### src/rtl/zapper_multi_ctrl.sv
// Multi-gun light-gun front end: per-gun input sync and trigger debounce, plus a
// shared arm/black/white shot sequencer that reports which guns fired and hit.
module zapper_multi_ctrl #(
    parameter int N_GUNS           = 2,
    parameter int DEB_CYCLES       = 16,
    parameter int WHITE_FRAMES     = 1,
    parameter int TRIG_ACTIVE_LOW  = 1,
    parameter int LIGHT_ACTIVE_LOW = 1
) (
    input  logic              clk,
    input  logic              rst,
    input  logic              frame_start,
    input  logic [N_GUNS-1:0] trigger_in,
    input  logic [N_GUNS-1:0] light_in,
    output logic              flash_req,
    output logic              flash_white,
    output logic              busy,
    output logic [N_GUNS-1:0] shot,
    output logic [N_GUNS-1:0] hit,
    output logic              hit_valid
);

    localparam int DW = $clog2(DEB_CYCLES + 1);
    localparam int FW = $clog2(WHITE_FRAMES + 1);
    localparam logic [DW-1:0] DEB_LAST   = DW'(DEB_CYCLES - 1);
    localparam logic [FW-1:0] FRAME_LAST = FW'(WHITE_FRAMES - 1);

    typedef enum logic [2:0] {
        S_IDLE,
        S_ARM,
        S_BLACK,
        S_WHITE,
        S_REPORT
    } state_t;

    state_t state;

    logic [N_GUNS-1:0] trig_raw, light_raw;
    logic [N_GUNS-1:0] trig_s1, trig_s2, light_s1, light_s2;
    logic [N_GUNS-1:0] deb, press;
    logic [DW-1:0]     deb_cnt [N_GUNS];
    logic [N_GUNS-1:0] shot_mask, fail, hit_flags, hit_upd;
    logic [FW-1:0]     frame_cnt;

    // Normalise polarity before synchronising so reset "released" is simply 0.
    assign trig_raw  = (TRIG_ACTIVE_LOW != 0)  ? ~trigger_in : trigger_in;
    assign light_raw = (LIGHT_ACTIVE_LOW != 0) ? ~light_in   : light_in;

    assign hit_upd = hit_flags | (light_s2 & shot_mask & ~fail);

    always_ff @(posedge clk) begin
        if (rst) begin
            trig_s1  <= '0;
            trig_s2  <= '0;
            light_s1 <= '0;
            light_s2 <= '0;
            deb      <= '0;
            press    <= '0;
            for (int i = 0; i < N_GUNS; i++) deb_cnt[i] <= '0;
        end else begin
            trig_s1  <= trig_raw;
            trig_s2  <= trig_s1;
            light_s1 <= light_raw;
            light_s2 <= light_s1;
            press    <= '0;
            for (int i = 0; i < N_GUNS; i++) begin
                if (trig_s2[i] != deb[i]) begin
                    if (deb_cnt[i] == DEB_LAST) begin
                        deb[i]     <= ~deb[i];
                        deb_cnt[i] <= '0;
                        press[i]   <= ~deb[i];
                    end else begin
                        deb_cnt[i] <= deb_cnt[i] + 1'b1;
                    end
                end else begin
                    deb_cnt[i] <= '0;
                end
            end
        end
    end

    // Outputs are registered alongside the state, so they always match it.
    always_ff @(posedge clk) begin
        if (rst) begin
            state       <= S_IDLE;
            flash_req   <= 1'b0;
            flash_white <= 1'b0;
            busy        <= 1'b0;
            shot        <= '0;
            hit         <= '0;
            hit_valid   <= 1'b0;
            shot_mask   <= '0;
            fail        <= '0;
            hit_flags   <= '0;
            frame_cnt   <= '0;
        end else begin
            hit_valid <= 1'b0;
            case (state)
                S_IDLE: begin
                    if (|press) begin
                        shot_mask <= press;
                        fail      <= '0;
                        hit_flags <= '0;
                        busy      <= 1'b1;
                        state     <= S_ARM;
                    end
                end
                S_ARM: begin
                    if (frame_start) begin
                        flash_req   <= 1'b1;
                        flash_white <= 1'b0;
                        state       <= S_BLACK;
                    end
                end
                S_BLACK: begin
                    fail <= fail | (light_s2 & shot_mask);
                    if (frame_start) begin
                        frame_cnt   <= '0;
                        flash_white <= 1'b1;
                        state       <= S_WHITE;
                    end
                end
                S_WHITE: begin
                    hit_flags <= hit_upd;
                    if (frame_start) begin
                        if (frame_cnt == FRAME_LAST) begin
                            flash_req   <= 1'b0;
                            flash_white <= 1'b0;
                            hit_valid   <= 1'b1;
                            shot        <= shot_mask;
                            hit         <= hit_upd;
                            state       <= S_REPORT;
                        end else begin
                            frame_cnt <= frame_cnt + 1'b1;
                        end
                    end
                end
                S_REPORT: begin
                    busy  <= 1'b0;
                    state <= S_IDLE;
                end
                default: begin
                    busy        <= 1'b0;
                    flash_req   <= 1'b0;
                    flash_white <= 1'b0;
                    state       <= S_IDLE;
                end
            endcase
        end
    end

endmodule

### config.mk
export PLATFORM = sky130hd
export DESIGN_NAME = zapper_multi_ctrl
export DESIGN_NICKNAME = d
export VERILOG_FILES = /design/src/rtl/zapper_multi_ctrl.sv
export SDC_FILE = /design/constraint.sdc
export NUM_CORES = 1
export LEC_CHECK = 0
export CELL_PAD_IN_SITES_DETAIL_PLACEMENT = 1
export CELL_PAD_IN_SITES_GLOBAL_PLACEMENT = 2
export CORE_ASPECT_RATIO = 1.5
export CORE_UTILIZATION = 36
export DETAILED_ROUTE_END_ITERATION = 6
export PLACE_DENSITY_LB_ADDON = 0.1
export SYNTH_ARGS = -nofsm -noshare
export SYNTH_HDL_FRONTEND = slang
export SYNTH_SLANG_ARGS = --single-unit
export TNS_END_PERCENT = 50
### constraint.sdc
create_clock -name clk -period 1.87 [get_ports clk]
set_input_delay 0.374 -clock clk [delete_from_list [all_inputs] [get_ports clk]]
set_output_delay 0.374 -clock clk [all_outputs]
set_load 0.01 [all_outputs]
==> run_summary.xml <==
<?xml version="1.0" encoding="UTF-8"?>
<metrics>
  <group name="worst_setup_path">
    <metric name="arrival" unit="ns">1.90</metric>
    <metric name="critical_path.startpoint_type" unit="">register</metric>
    <metric name="timing.setup.critical_path_class" unit="">register to register</metric>
    <metric name="crit_path_max_fanout" unit="">5</metric>
    <metric name="worstReg2RegStart" unit="">deb_cnt[1][0]$_SDFFCE_PP0P_</metric>
    <metric name="reg2reg_slack" unit="ns">0.12</metric>
    <metric name="endpoint_kind" unit="">register</metric>
    <metric name="setup.worst_path.start" unit="">deb_cnt[1][0]$_SDFFCE_PP0P_</metric>
    <metric name="required_time_of_the_critical_path" unit="ns">2.02</metric>
  </group>
  <group name="die">
    <metric name="die_width" unit="µm">55.5</metric>
    <metric name="io_pins" unit="">15</metric>
    <metric name="dieHeight" unit="µm">82.3</metric>
    <metric name="die_area" unit="µm²">4570</metric>
    <metric name="floorplan.initialDensity" unit="">0.384</metric>
    <metric name="placeableCoreArea" unit="µm²">4030</metric>
    <metric name="rows" unit="">28</metric>
  </group>
  <group name="clock_tree">
    <metric name="ctsLongestPathBuffers" unit="">2</metric>
    <metric name="cts_root_buf" unit="">sky130_fd_sc_hd__clkbuf_8</metric>
    <metric name="number_of_levels_the_h_tree_was_split_into" unit="">2</metric>
    <metric name="cts_resized" unit="">0</metric>
    <metric name="clkSlewWorstSetupHoldPaths" unit="ns">0.08</metric>
    <metric name="numClockSinks" unit="">39</metric>
    <metric name="worstSkewPairLatency" unit="ns">0.29</metric>
    <metric name="tritoncts" unit="">done</metric>
    <metric name="cts_hold_repair.buffers" unit="">0</metric>
    <metric name="cts_made_buffers" unit="">5</metric>
    <metric name="post_cts.repair.setup_buffers" unit="">0</metric>
  </group>
  <group name="synth">
    <metric name="post_synth_edffs" unit="">10</metric>
    <metric name="synth.lib_cells_used.distinct" unit="">32</metric>
    <metric name="synthTopCellsByArea" unit="">sky130_fd_sc_hd__dfxtp_1, sky130_fd_sc_hd__edfxtp_1, sky130_fd_sc_hd__nor2_1, sky130_fd_sc_hd__nor2b_1, sky130_fd_sc_hd__ha_1</metric>
    <metric name="synth_area_per_cell" unit="µm²">10.4</metric>
    <metric name="yosys_warnings" unit="">0</metric>
    <metric name="yosys.area.top_type" unit="">sky130_fd_sc_hd__dfxtp_1</metric>
    <metric name="post_synth_inst_count" unit="">148</metric>
    <metric name="postSynth.topFlopCell" unit="">sky130_fd_sc_hd__dfxtp_1</metric>
    <metric name="ys_seq_elements" unit="">39</metric>
    <metric name="netlist_area" unit="µm²">1550</metric>
    <metric name="synth-seq-area-share" unit="">0.570</metric>
    <metric name="async_reset_ff_frac" unit="">0</metric>
    <metric name="synthDominantCellAreaShare" unit="">0.375</metric>
  </group>
  <group name="timing">
    <metric name="timing.final.max_slew_violations" unit="">0</metric>
    <metric name="worst_hold_slack" unit="ns">0.454</metric>
    <metric name="final-setup-viol-count" unit="">0</metric>
    <metric name="hold_viol_final" unit="">0</metric>
    <metric name="transition_time_at_the_pin_with_the_least_slew_margin" unit="ns">0.548</metric>
    <metric name="grt_setup_unrepaired" unit="">no</metric>
    <metric name="layout_worst_path_cycle_share" unit="">0.936</metric>
    <metric name="post-route-min-period" unit="ns">1.75</metric>
    <metric name="timing.fmax" unit="MHz">571</metric>
    <metric name="fin_tns_setup" unit="ns">0</metric>
    <metric name="max_slew_margin" unit="">0.634</metric>
    <metric name="setup_ws" unit="ns">0.119</metric>
    <metric name="final.setup_skew" unit="ns">0.00717</metric>
  </group>
  <group name="detailed_routing">
    <metric name="first_iter_violations" unit="">24</metric>
    <metric name="post-route-drc-count" unit="">0</metric>
    <metric name="antenna_left" unit="">0</metric>
    <metric name="vias" unit="">1087</metric>
    <metric name="first_pass_iters" unit="">2</metric>
    <metric name="detail_route.vias_per_cell" unit="">4.92</metric>
    <metric name="drt-total-wl" unit="µm">2840</metric>
    <metric name="route.detailed.wl_per_inst" unit="µm">12.9</metric>
  </group>
  <group name="status">
    <metric name="outcome" unit="">finished, final reports clean</metric>
  </group>
  <group name="global_routing">
    <metric name="gr-usage-all-layers" unit="">0.143</metric>
    <metric name="initial_antenna_violation_count" unit="">0</metric>
    <metric name="overflow" unit="">0</metric>
    <metric name="grt_max_degree" unit="">20</metric>
    <metric name="grt_pass1_vias" unit="">1136</metric>
    <metric name="global_route_wire_length_before_repair" unit="µm">5000</metric>
  </group>
  <group name="place">
    <metric name="number_of_i_o_port_buffers" unit="">14</metric>
    <metric name="gp_congestion" unit="">0.732</metric>
    <metric name="detailedPlacementHpwl" unit="µm">2100</metric>
    <metric name="placement.setup.worst_slack" unit="ns">0.121</metric>
  </group>
  <group name="hold_path">
    <metric name="min-delay-start" unit="">trig_s1[0]$_SDFF_PP0_</metric>
    <metric name="hold_path.class" unit="">register to register</metric>
  </group>
  <group name="power_and_ir_drop">
    <metric name="p_int" unit="W">0.00121</metric>
    <metric name="power.switching_fraction" unit="">0.206</metric>
    <metric name="p_per_area" unit="nW/µm²">820</metric>
    <metric name="p_leak" unit="nW">0.747</metric>
    <metric name="vdd.ir_drop.worst" unit="V">0.000442</metric>
    <metric name="power.combinational.fraction" unit="">0.038</metric>
    <metric name="power.sequential.fraction" unit="">0.587</metric>
    <metric name="switching_power" unit="W">0.000313</metric>
    <metric name="clock_power_share" unit="">0.375</metric>
  </group>
  <group name="final_layout">
    <metric name="layout-area-overhead-vs-synth" unit="%">19.8</metric>
    <metric name="layout-drive-gt1-share" unit="">0.0682</metric>
    <metric name="num_antenna_cells" unit="">0</metric>
    <metric name="final_net_count" unit="">186</metric>
    <metric name="final.fill_count" unit="">472</metric>
    <metric name="layout.area.seq" unit="µm²">881</metric>
    <metric name="multiInputGateArea" unit="µm²">639</metric>
  </group>
  <group name="flow_run">
    <metric name="maxCapViolCount" unit="">0</metric>
  </group>
</metrics>
[final timing paths]
path                                                     to  cells after the start
worst max-delay path            deb_cnt[1][2]$_SDFFCE_PP0P_                      5
worst max register to register  deb_cnt[1][2]$_SDFFCE_PP0P_                      5
worst min register to register        trig_s2[0]$_SDFF_PP0_                      1
worst min-delay path                  trig_s2[0]$_SDFF_PP0_                      1
[kinds of logic (layout without fill, tap and decap cells)]
| logic type | Yosys count | after routing | share of synthesized area |
|---|---|---|---|
| and+or+nand+nor | 63 | 63 | 0.222 |
| DFF | 39 | 39 | 0.570 |
| AOI/OAI and AO/OA | 20 | 20 | 0.0825 |
| buffers and inverters | 12 | 31 | 0.0388 |
| xor gates and xnor gates | 7 | 7 | 0.0396 |
| adders and majority gates | 4 | 4 | 0.0324 |
| muxes | 2 | 2 | 0.0129 |
| other | 1 | 10 | 0.00242 |
[layout make-up]
class	count	share of cell area
Clock buffer	7	0.0466
Sequential cell	39	0.475
Clock inverter	1	0.00270
Tap cell	45	0.0304
Timing Repair Buffer	17	0.0878
Inverter	6	0.0122
Multi-Input combinational cell	106	0.345
[power groups by stage]
stage / registers (W) / clock network (W) / logic (W)
5_1_grt: 0.000894 / 0.000630 / 0.0000672
3_5_place_dp: 0.000911 / 0 / 0.0000581
3_3_place_gp: 0.000910 / 0 / 0.0000571
6_report: 0.000892 / 0.000571 / 0.0000576
4_1_cts: 0.000892 / 0.000596 / 0.0000587
2_1_floorplan: 0.000908 / 0 / 0.0000325
[sequential cells by signal (all words and copies together), names as in the netlist, 2 cells and up]
register,flops
deb_cnt,10
hit,2
shot,2
trig_s2,2
shot_mask,2
press,2
light_s2,2
deb,2
fail,2
trig_s1,2
state,3
hit_flags,2
light_s1,2
[cells in the mapped netlist (2+ instances only)]
cell type                   count
sky130_fd_sc_hd__dfxtp_1       29
sky130_fd_sc_hd__nor2_1        23
sky130_fd_sc_hd__edfxtp_1      10
sky130_fd_sc_hd__nor3_1        10
sky130_fd_sc_hd__a21oi_1        9
sky130_fd_sc_hd__nor2b_1        9
sky130_fd_sc_hd__inv_1          6
sky130_fd_sc_hd__nand2_1        5
sky130_fd_sc_hd__ha_1           4
sky130_fd_sc_hd__xnor2_1        4
sky130_fd_sc_hd__buf_2          3
sky130_fd_sc_hd__nand3_1        3
sky130_fd_sc_hd__xor2_1         3
sky130_fd_sc_hd__a311oi_1       2
sky130_fd_sc_hd__a31oi_1        2
sky130_fd_sc_hd__a41oi_1        2
sky130_fd_sc_hd__and3_1         2
sky130_fd_sc_hd__mux2i_1        2
sky130_fd_sc_hd__nand2b_1       2
sky130_fd_sc_hd__nand4bb_1      2
sky130_fd_sc_hd__o21ai_0        2
sky130_fd_sc_hd__o2bb2ai_1      2
sky130_fd_sc_hd__or3_1          2
sky130_fd_sc_hd__or4b_1         2
[worst max-delay path, cell delays in order (launching register included)]
cell and delay [ns]:
sky130_fd_sc_hd__edfxtp_1 0.42, sky130_fd_sc_hd__ha_1 0.25, sky130_fd_sc_hd__and3_1 0.19, sky130_fd_sc_hd__ha_1 0.20, sky130_fd_sc_hd__or3_1 0.43, sky130_fd_sc_hd__nor2_1 0.13
[per-stage QoR]
step / total power [W] / std cells / instance area, µm² / util
after floorplan: 0.000940 / 157 / 1580 / -
after global placement: 0.000967 / 213 / 1760 / 0.437
after detailed placement: 0.000970 / 213 / 1760 / 0.437
after CTS: 0.00155 / 221 / 1850 / 0.460
after global routing: 0.00159 / 221 / 1850 / 0.460
final: 0.00152 / 221 / 1850 / 0.460
[layer usage]
metal	global-route usage	share of wire
met1	0.146	0.41
met2	0.266	0.55
met3	0.0389	0.027
met4	0.0775	0.016
met5	0	0
[layout by cell type, fill, tap and decap left out, types with 3 or more instances in the layout]
cell type,n
sky130_fd_sc_hd__clkdlybuf4s50_1,14
sky130_fd_sc_hd__nand2_1,5
sky130_fd_sc_hd__xor2_1,3
sky130_fd_sc_hd__nor2b_1,9
sky130_fd_sc_hd__buf_4,3
sky130_fd_sc_hd__a21oi_1,9
sky130_fd_sc_hd__clkbuf_8,6
sky130_fd_sc_hd__nor3_1,10
sky130_fd_sc_hd__ha_1,4
sky130_fd_sc_hd__nor2_1,23
sky130_fd_sc_hd__nand3_1,3
sky130_fd_sc_hd__edfxtp_1,10
sky130_fd_sc_hd__inv_1,6
sky130_fd_sc_hd__dfxtp_1,29
sky130_fd_sc_hd__xnor2_1,4
sky130_fd_sc_hd__conb_1,10
Power figures use the tool's default switching activity.
